$ cat src/rtl/instruction_fetch_unit.sv
// Fetch stage: owns the PC, drives the instruction memory address and fills the
// IF/ID register toward decode under a valid/ready handshake.
module instruction_fetch_unit #(
    parameter logic [31:0] RESET_PC   = 32'h0000_0000,
    parameter int unsigned IMEM_BYTES = 164,
    parameter logic [31:0] NOP_INSTR  = 32'h0000_0013
) (
    input  logic        clk,
    input  logic        rst_n,
    output logic [31:0] imem_addr,
    input  logic [31:0] imem_rdata,
    input  logic        redirect_valid,
    input  logic [31:0] redirect_pc,
    input  logic        id_ready,
    output logic        id_valid,
    output logic [31:0] id_pc,
    output logic [31:0] id_instr,
    output logic [31:0] id_pc_plus4,
    output logic        id_fault,
    output logic [31:0] fetch_count
);

    localparam logic [31:0] IMEM_LIMIT = 32'(IMEM_BYTES);
    localparam logic [31:0] PC_STEP    = 32'd4;

    typedef enum logic [1:0] {
        S_BOOT  = 2'd0,
        S_RUN   = 2'd1,
        S_FAULT = 2'd2
    } state_e;

    state_e      state_q, state_d;
    logic [31:0] pc_q, pc_d;
    logic        id_valid_q, id_valid_d;
    logic [31:0] id_pc_q, id_pc_d;
    logic [31:0] id_instr_q, id_instr_d;
    logic [31:0] id_pc_plus4_q, id_pc_plus4_d;
    logic        id_fault_q, id_fault_d;
    logic [31:0] fetch_count_q, fetch_count_d;
    // Set by a misaligned redirect: FAULT must still present one fault NOP.
    logic        fault_load_q, fault_load_d;

    logic        transfer_c;
    logic        advance_c;
    logic        in_range_c;

    assign transfer_c = id_valid_q & id_ready;
    assign advance_c  = ~id_valid_q | id_ready;
    assign in_range_c = (pc_q < IMEM_LIMIT);

    // Next-state: redirect wins, then BOOT/RUN/FAULT behaviour.
    always_comb begin
        state_d       = state_q;
        pc_d          = pc_q;
        id_valid_d    = id_valid_q;
        id_pc_d       = id_pc_q;
        id_instr_d    = id_instr_q;
        id_pc_plus4_d = id_pc_plus4_q;
        id_fault_d    = id_fault_q;
        fetch_count_d = fetch_count_q;
        fault_load_d  = fault_load_q;

        if (transfer_c) begin
            fetch_count_d = fetch_count_q + 32'd1;
            id_valid_d    = 1'b0;
        end

        if (redirect_valid) begin
            id_valid_d = 1'b0;
            pc_d       = redirect_pc;
            if (redirect_pc[1:0] == 2'b00) begin
                state_d      = S_RUN;
                fault_load_d = 1'b0;
            end else begin
                state_d      = S_FAULT;
                fault_load_d = 1'b1;
            end
        end else begin
            case (state_q)
                S_BOOT: state_d = S_RUN;
                S_RUN: begin
                    if (advance_c) begin
                        id_valid_d    = 1'b1;
                        id_pc_d       = pc_q;
                        id_pc_plus4_d = pc_q + PC_STEP;
                        if (in_range_c) begin
                            id_instr_d = imem_rdata;
                            id_fault_d = 1'b0;
                            pc_d       = pc_q + PC_STEP;
                        end else begin
                            id_instr_d = NOP_INSTR;
                            id_fault_d = 1'b1;
                            state_d    = S_FAULT;
                        end
                    end
                end
                S_FAULT: begin
                    if (fault_load_q && advance_c) begin
                        id_valid_d    = 1'b1;
                        id_pc_d       = pc_q;
                        id_pc_plus4_d = pc_q + PC_STEP;
                        id_instr_d    = NOP_INSTR;
                        id_fault_d    = 1'b1;
                        fault_load_d  = 1'b0;
                    end
                end
                default: state_d = S_BOOT;
            endcase
        end
    end

    always_ff @(posedge clk or negedge rst_n) begin
        if (!rst_n) begin
            state_q       <= S_BOOT;
            pc_q          <= RESET_PC;
            id_valid_q    <= 1'b0;
            id_pc_q       <= 32'd0;
            id_instr_q    <= NOP_INSTR;
            id_pc_plus4_q <= 32'd0;
            id_fault_q    <= 1'b0;
            fetch_count_q <= 32'd0;
            fault_load_q  <= 1'b0;
        end else begin
            state_q       <= state_d;
            pc_q          <= pc_d;
            id_valid_q    <= id_valid_d;
            id_pc_q       <= id_pc_d;
            id_instr_q    <= id_instr_d;
            id_pc_plus4_q <= id_pc_plus4_d;
            id_fault_q    <= id_fault_d;
            fetch_count_q <= fetch_count_d;
            fault_load_q  <= fault_load_d;
        end
    end

    assign imem_addr   = pc_q;
    assign id_valid    = id_valid_q;
    assign id_pc       = id_pc_q;
    assign id_instr    = id_instr_q;
    assign id_pc_plus4 = id_pc_plus4_q;
    assign id_fault    = id_fault_q;
    assign fetch_count = fetch_count_q;

endmodule

$ cat config.mk
export PLATFORM = sky130hd
export DESIGN_NAME = instruction_fetch_unit
export DESIGN_NICKNAME = d
export VERILOG_FILES = /design/src/rtl/instruction_fetch_unit.sv
export SDC_FILE = /design/constraint.sdc
export NUM_CORES = 1
export LEC_CHECK = 0
export BUFFER_PORTS_ARGS = -buffer_cell sky130_fd_sc_hd__buf_2
export CAP_MARGIN = 5
export CORE_UTILIZATION = 46
export DETAILED_ROUTE_END_ITERATION = 10
export PLACE_DENSITY = 0.76
export SLEW_MARGIN = 10
export SYNTH_ARGS = -nofsm -noshare
export SYNTH_HDL_FRONTEND = slang
export SYNTH_SLANG_ARGS = --single-unit
$ cat constraint.sdc
create_clock -name clk -period 1.95 [get_ports clk]
set_clock_uncertainty 0.1 [all_clocks]
set_input_delay 0.4875 -clock clk [delete_from_list [all_inputs] [get_ports clk]]
set_output_delay 0.4875 -clock clk [all_outputs]
set_load 0.02 [all_outputs]
Yosys cells after proc, flatten, opt, wreduce, memory -nomap -nowiden
Index checks and enable logic that the tools add are counted.

storage, ports and cells
  bits in registers = 165
  input port bits = 68

operators by class
  add/subtract/negate cells = 2
  magnitude comparators = 1
  equal/unequal tests = 7
  mux-type cells = 32
  bitwise operators = 4
  reduce and logical (&&, ||, !) cells = 13

operators by type and width
  cell                                                 count
  two-way mux 32 bit                                   11
  one-hot mux 32 bit (2 select lines)                  3
  adder 32 x 1 -> 32 bit, second input constant        1
  adder 32 x 3 -> 32 bit, second input constant        1
  < comparator 32 x 8 -> 1 bit, second input constant  1
  nonzero test 2 bit                                   6
  two-way mux 1 bit                                    11
  two-way mux 2 bit                                    4
  != test 2 bit, second input constant                 3
  != test 3 bit, second input constant                 2
  one-hot mux 2 bit (3 select lines)                   1
  AND reduction 3 bit                                  2
  zero test 2 bit                                      2
  one-hot mux 1 bit (2 select lines)                   2
  AND reduction 4 bit                                  1
  == test 2 x 1 -> 1 bit, second input constant        1
  == test 2 bit, second input constant                 1
  inverter 1 bit                                       2
  AND reduction 2 bit                                  1
  bitwise AND 1 bit                                    1
  logical AND 1 bit                                    1
  OR 1 bit                                             1

Longest topological paths before layout
Gate-level depths: netlist of the first run.

  word-level depth = 6
  gate-level depth with buffers = 9
  gate-level depth less buffers = 7

Worst setup path before layout of the first run
No wires, ideal clock.

  kind = reg2reg
  start point = register pc_q[2] (netlist: imem_addr[2])
  end point = register id_instr_q[22] (netlist: id_instr[22])
  library setup time = 121 ps
  data arrival time = 1862 ps
  path slack = -133 ps
  cell stages (with the launch flop) = 9
  buffers on the path = 1
  cells stage by stage = dfrtp_1 inv_1 ha_1 nor3b_1 o211ai_1 nor2_2 and3_4 buf_6 a22o_1

between the ends
  word-level cells in the longest chain between the ends = 4

ends and longest elaborated chain
  item                                 RTL line  text
  start, declared                      33        logic [31:0] pc_q, pc_d;
  start signal, assigned               125       pc_q <= pc_d;
  < comparator 32 x 8 -> 1 bit         49        assign in_range_c = (pc_q < IMEM_LIMIT);
  two-way mux 32 bit                   86        if (in_range_c) begin
  two-way mux 32 bit                   82        if (advance_c) begin
  one-hot mux 32 bit (2 select lines)  79        case (state_q)
  end signal, assigned                 128       id_instr_q <= id_instr_d;
  end, declared                        36        logic [31:0] id_instr_q, id_instr_d;

No other way between the ends. The select of a mux whose other input is x is not followed.
A chain may end at the register's enable or synchronous reset.

Final worst setup path of the first run
  start point = register pc_q[3] (netlist: imem_addr[3])
  end point = register id_instr_q[7] (netlist: id_instr[7])

Same word-level chain as after synthesis.

==> impl_metrics.toml, run 1 <==
[worst_setup_path]
reg2regPathDepth = 8
crit_type = "reg -> reg"
cp_data_arrival_time_ns = 2.19
cp_max_fo = 15
cp-end-kind = "flip-flop"
cpPeakStageDelay_ns = 0.40
path_cells = "inv_2, ha_2, nor3b_1, o211ai_1, nor2_2, and3_4, clkbuf_16, a22o_1"
crit_path_start_kind = "flip-flop"
cpMaxStageDelayCell = "o211ai_1"
required_ns = 2.14

[placement]
gp_congestion = 0.843
port_buffers = 229
place_hpwl_mm = 13.7
place_area_um2 = 9040

[floorplanning]
core_area_um2 = 15200
dieArea_um2 = 16100
io_pins = 230
die_x_um = 127
chipHeight_um = 127
rows = 45
initial_core_util = 0.471

[logic_synthesis]
syn_area_per_cell_um2 = 11.0
syn_inst = 650
synth.mux.area_fraction = 0.0374
seq_area_frac_synth = 0.571
yosysWarnings = 0
synth_fa_ha_area_frac = 0.0105
synth-simple-area-share = 0.186
syn-cell-area_um2 = 7150
synth-edff-count = 0
synth-xor-area-share = 0.0771
synth_top_family_by_area = "simple AND/OR/NAND/NOR gates"
synth.distinct_cells = 53
ys_ff_latch = 163
yosys_most_used_dff = "dfrtp_1"
synth-compound-area-share = 0.0853
synthArstFlopShare = 1.00
syn_nets = 724

[finish]
fin_nets = 1022
layout.area.seq_um2 = 4090
final_area_um2 = 9980
nFillCells = 1167
area_delta_synth_final_pct = 39.5
multi_input_area_um2 = 3130
final_common_cell = "buf_2"
diodes = 0
drive_above_1_share = 0.446
final_cell_mix = "228 x buf_2, 152 x dfrtp_1, 144 x nand2_1, 69 x buf_4, 52 x xnor2_1"

[global_routing]
grt.overflow.total = 0
grt_pass1_wl_mm = 30.2
grt_max_degree = 46
grt_pass1_vias = 5862
grt_usage = 0.242
antenna_found_initial = 0

[timing]
fin_crit_ns = 2.00
setup-violations-final = 30
hold_slack_ns = 0.186
setup_ws_ns = -0.0476
fmaxAchievable_ghz = 0.501
grt_setup_unrepaired = "true"
hold_viol = 0
worst_pin_slew_ns = 0.460
relSlewSlack = 0.692
drv_slew = 0
fin_crit_sh = 1.02

[routing]
drc = 0
via_per_inst = 5.17
wirelength_mm = 19.5
dr.pass1.iters = 4
antenna_left = 0
drtIter0Drc = 268
dr_total_vias = 5936
wl_per_cell_um = 17.0

[pwr]
ir_drop_uv = 655
cellPowerDensity_nw_per_um2 = 1120
p_leak_nw = 5.06

[clock_tree]
cts.path.max_buffers = 2
cts_tree = "done"
insertion_delay_ns = 0.41
clock_sinks = 163
clk_pin_slew_ns = 0.06
cts_max_level = 4
cts_made_buffers = 17
ctsRootBufferMaster = "clkbuf_16"

[run_status]
violations = "setup timing"
outcome = "finished with violations"

[hold_path]
min_path_type = "in -> reg"
hold-path-cell-count = 3

[flow_run]
maxCapViolations = 0
routing by layer:
layer | wire length (um) | vias to the layer above | share of wire | GRT usage
met5 | 0 | - | 0 | 0
met4 | 124 | 0 | 0.0063 | 0.0504
met3 | 1450 | 11 | 0.074 | 0.0755
met2 | 9570 | 204 | 0.49 | 0.414
met1 | 8410 | 2891 | 0.43 | 0.304
li1 | - | 2830 | - | -
area by class of cell:
type,count,share of cell area
inverters,11,0.00414
clock buffers,22,0.0455
flip-flops and latches,163,0.410
clock inverters,10,0.00865
multi-input cells,443,0.313
well taps,188,0.0236
repair buffers,312,0.195
path summary, 6_finish.rpt:
path | from | end | slack [ns]
min in group asynchronous | rst_n | fetch_count[18] | 0.44
max reg2reg | imem_addr[3] | id_instr[7] | -0.05
min reg2reg | fetch_count[31] | fetch_count[31] | 0.37
max | imem_addr[3] | id_instr[7] | -0.05
max in group asynchronous | rst_n | imem_addr[2] | 0.70
min | redirect_pc[21] | imem_addr[21] | 0.19
sequential cells by signal (all words and copies together) (netlist names):
signal and count:
fault_load_q 1, fetch_count 32, id_fault 1, id_instr 32
id_pc 32, id_pc_plus4 30, id_valid 1, imem_addr 32
state_q 2
report_power, final:
group          switching [W]  internal [W]  total [W]
sequential          0.000479       0.00412    0.00459
combinational        0.00224       0.00127    0.00351
clock                0.00131       0.00178    0.00309
worst max-delay path: cells and delay by family (launching register included):
kind / cells / cell delay [ns]
flip-flops: 1 / 0.38
AND/OR/NAND/NOR: 3 / 0.42
buffers and inverters: 2 / 0.21
AO/OA/AOI/OAI: 2 / 0.60
adder cells (fa/ha/maj): 1 / 0.16
kinds of logic (layout without fill, tap and decap cells):
kind of cell,count (synthesis),in the layout
simple gates,259,261
xor+xnor,63,63
mux,24,24
fa+ha+maj,6,6
compound gates,89,89
buf+inv,46,355
flops,163,163
synthesized netlist by cell type, drive strengths merged, types with 4 or more instances:
cell type  count  area share
buf           20       0.019
nand3         23       0.020
a22o          29       0.036
and4           4      0.0052
xor2           9       0.011
and3          12       0.011
mux2          22       0.035
nor3          11       0.010
nand4         12       0.011
inv           11      0.0058
clkbuf        15      0.0080
dfrtp        160        0.56
xnor2         54       0.066
nor4          18       0.026
ha             6       0.010
nor2          18       0.010
nand2        146       0.077
o21ai         47       0.036
what timing repair did:
action	4_1_cts	5_1_grt
cloned	0	4
pin swaps	7	18
hold endpoints to repair	28	0
buffers inserted	3	4
endpoints found under the setup margin	40	111
hold buffers	1	0
gates resized for setup	11	37
per-stage QoR:
step | util | TNS [ns] | cells | worst slack (ns) | power (W)
global route | 0.656 | -3.32 | 1149 | -0.105 | 0.0118
global placement | 0.595 | -2.20 | 1106 | -0.142 | 0.00795
detailed placement | 0.595 | -3.98 | 1106 | -0.183 | 0.00803
CTS | 0.636 | -0.664 | 1142 | -0.0474 | 0.0112
finish | 0.656 | -0.634 | 1149 | -0.0476 | 0.0112
floorplan | - | 0 | 650 | 0.00521 | 0.00654
No activity file was read; power rests on OpenSTA's default activity.
==> inputs of run 2 (changes only) <==
--- a/config.mk
+++ b/config.mk
@@ -5,9 +5,10 @@
 export SDC_FILE = /design/constraint.sdc
 export NUM_CORES = 1
 export LEC_CHECK = 0
+export ABC_AREA = 1
 export BUFFER_PORTS_ARGS = -buffer_cell sky130_fd_sc_hd__buf_2
 export CAP_MARGIN = 5
-export CORE_UTILIZATION = 46
+export CORE_UTILIZATION = 47
 export DETAILED_ROUTE_END_ITERATION = 10
 export PLACE_DENSITY = 0.76
 export SLEW_MARGIN = 10
==> run 2 against run 1 <==
Effect of this change:
- the run now ends clean
- register-to-register slack gained 0.08 ns
- sequential share of layout area shrank 2.2 points
- largest power group unchanged
- non-clock buffer count shrank 15
- count of clock-buffer cells in the layout shrank 2
- critical endpoint is now imem_addr[12]
- worst hold slack lost 0.035 ns
- via count grew 29%
- total power grew 6.5%
- highest routed layer unchanged
- critical path type unchanged
- final cell count grew 33%
==> impl_metrics.toml, run 2 <==
[run_status]
outcome = "complete, no violations"

[global_routing]
grt_pass1_wl_mm = 36.1
grt_pass1_vias = 7228
grt.overflow.total = 0
antenna_found_initial = 0
grt_max_degree = 59
grt_usage = 0.262

[worst_setup_path]
crit_path_start = "imem_addr[2]"
crit_type = "reg -> reg"
required_ns = 2.17
cp-end-kind = "flip-flop"
r2r-start = "imem_addr[2]"
cp_max_fo = 6
r2r_end = "imem_addr[12]"
r2r_setup_slack_ns = 0.03
cp_data_arrival_time_ns = 2.14
crit_end = "imem_addr[12]"
crit_path_start_kind = "flip-flop"
reg2regPathDepth = 13

[finish]
final_util = 0.637
fin_cells = 1530
multi_input_area_um2 = 3470
final_common_cell = "nand2_1"
final_cell_mix = "420 x nand2_1, 228 x buf_2, 160 x dfrtp_1, 87 x nor2_1, 70 x inv_1"
diodes = 0
nFillCells = 1445
fin_nets = 1371
area_delta_synth_final_pct = 32.7
layout.area.seq_um2 = 4080
drive_above_1_share = 0.289

[routing]
drc = 0
wirelength_mm = 22.5
drtIter0Drc = 552
antenna_left = 0
dr_total_vias = 7648
wl_per_cell_um = 14.7
dr.pass1.iters = 5
via_per_inst = 5.00

[timing]
fin_crit_ns = 1.92
drv_slew = 0
setup_ws_ns = 0.0290
setup-violations-final = 0
hold_viol = 0
fmaxAchievable_ghz = 0.521
worst_pin_slew_ns = 0.439
relSlewSlack = 0.705
grt_setup_unrepaired = "true"
fin_crit_sh = 0.985

[hold_path]
min_path_type = "in -> reg"

[logic_synthesis]
synth-xor-area-share = 0.0309
syn_nets = 1091
synth-simple-area-share = 0.335
synth_fa_ha_area_frac = 0.00946
yosysTopAreaCell = "dfrtp_1"
yosysWarnings = 0
synthArstFlopShare = 1.00
synth_top_family_by_area = "simple AND/OR/NAND/NOR gates"
synth-edff-count = 0
synth-compound-area-share = 0.0468
yosys_most_used_dff = "dfrtp_1"
syn_area_per_cell_um2 = 7.80
synth_area_leaders = "dfrtp_1 50%, nand2_1 20%, nor2_1 4.3%"
synth.distinct_cells = 32
synthMostInstantiatedCell = "nand2_1"
seq_area_frac_synth = 0.515
ys_ff_latch = 163
synth_top_area_share = 0.505
synth.mux.area_fraction = 0
syn-cell-area_um2 = 7930
syn_inst = 1017
synth_common_cells = "424 x nand2_1, 160 x dfrtp_1, 90 x nor2_1"

[floorplanning]
die_x_um = 132
core_area_um2 = 16500
io_pins = 230
initial_core_util = 0.480
dieArea_um2 = 17400
rows = 47
chipHeight_um = 132

[clock_tree]
cts_max_level = 4
cts_made_buffers = 17
cts.path.max_buffers = 2
cts_tree = "done"
clk_pin_slew_ns = 0.07
insertion_delay_ns = 0.43
clock_sinks = 163
ctsRootBufferMaster = "clkbuf_16"

[flow_run]
maxCapViolations = 0

[placement]
pre_cts_ws_ns = -0.108
gp_congestion = 0.881
port_buffers = 229
place_hpwl_mm = 16.4
place_inst = 1486

[pwr]
cellPowerDensity_nw_per_um2 = 1130
ir_drop_uv = 650
power_w = 0.0119
p_leak_nw = 5.65
run 2: cell count changes in the layout (fill, tap and decap cells not counted), moves of 23 or more:
cell,previous run,this run
nand2_1,144,420
nor2_1,15,87
inv_1,9,70
xnor2_1,52,8
nand3_1,17,54
a22o_1,29,0
o21ai_0,30,53
run 2: timing repair:
| item | 4_1_cts | 5_1_grt |
|---|---|---|
| setup endpoints to repair | 30 | 82 |
| gates resized for setup | 2 | 30 |
| pin swaps | 0 | 12 |
| cloned | 0 | 3 |
| endpoints found under the hold margin | 18 | 0 |
| buffers inserted | 0 | 8 |
| hold buffers | 1 | 0 |
run 2: worst min path at each step:
| stage | from | endpoint | slack, ns | cells past startpoint |
|---|---|---|---|---|
| floorplan | rst_n | fault_load_q | 0.09 | 0 |
| global placement | rst_n | id_instr[2] | 0.26 | 1 |
| detailed placement | rst_n | id_instr[10] | 0.26 | 1 |
| CTS | imem_rdata[6] | id_instr[6] | 0.14 | 3 |
| global route | redirect_pc[29] | imem_addr[29] | 0.15 | 3 |
| finish | redirect_pc[15] | imem_addr[15] | 0.15 | 3 |
run 2: cells by family (layout without fill, tap and decap cells):
logic type / Yosys count / after routing
AO/OA/AOI/OAI: 70 / 70
adder cells (fa/ha/maj): 6 / 6
flip-flops: 163 / 163
XOR/XNOR: 28 / 28
buffers and inverters: 112 / 405
AND/OR/NAND/NOR: 638 / 638
run 2: metal layers:
metal / track usage / share of wire / vias to the layer above / routed length, um
met3: 0.0461 / 0.063 / 43 / 1410
li1: - / - / 3747 / -
met5: 0 / 0 / - / 0
met1: 0.366 / 0.45 / 3548 / 10100
met2: 0.405 / 0.46 / 310 / 10400
met4: 0.110 / 0.026 / 0 / 595
run 2: layout make-up:
class                   instances  share of cell area
well taps                     220              0.0261
clock inverters                12              0.0137
inverters                      76              0.0278
repair buffers                297               0.172
clock buffers                  20              0.0434
multi-input cells             742               0.329
flip-flops and latches        163               0.388
run 2: metrics by stage:
stage               setup TNS, ns  instance area, um2  hold slack [ns]
floorplan                       0                7930           0.0919
global placement                0                9660            0.260
detailed placement          -2.58                9660            0.260
CTS                             0               10300            0.139
global route                -1.08               10500            0.150
finish                          0               10500            0.151
run 2: power by group:
part / switching (W) / internal, W
clock network: 0.00145 / 0.00198
logic: 0.00256 / 0.00131
registers: 0.000505 / 0.00411
total: 0.00451 / 0.00740
run 2: worst max-delay path, stage by stage (launching register included):
cell       delay, ns
dfrtp_1         0.43
inv_2           0.10
ha_4            0.13
nand2_2         0.05
nand2_1         0.05
nand2_1         0.06
nand2_1         0.08
nand2_2         0.08
nor2_4          0.18
nand3_4         0.11
buf_12          0.15
clkbuf_16       0.16
nand3_2         0.06
nand2_1         0.07
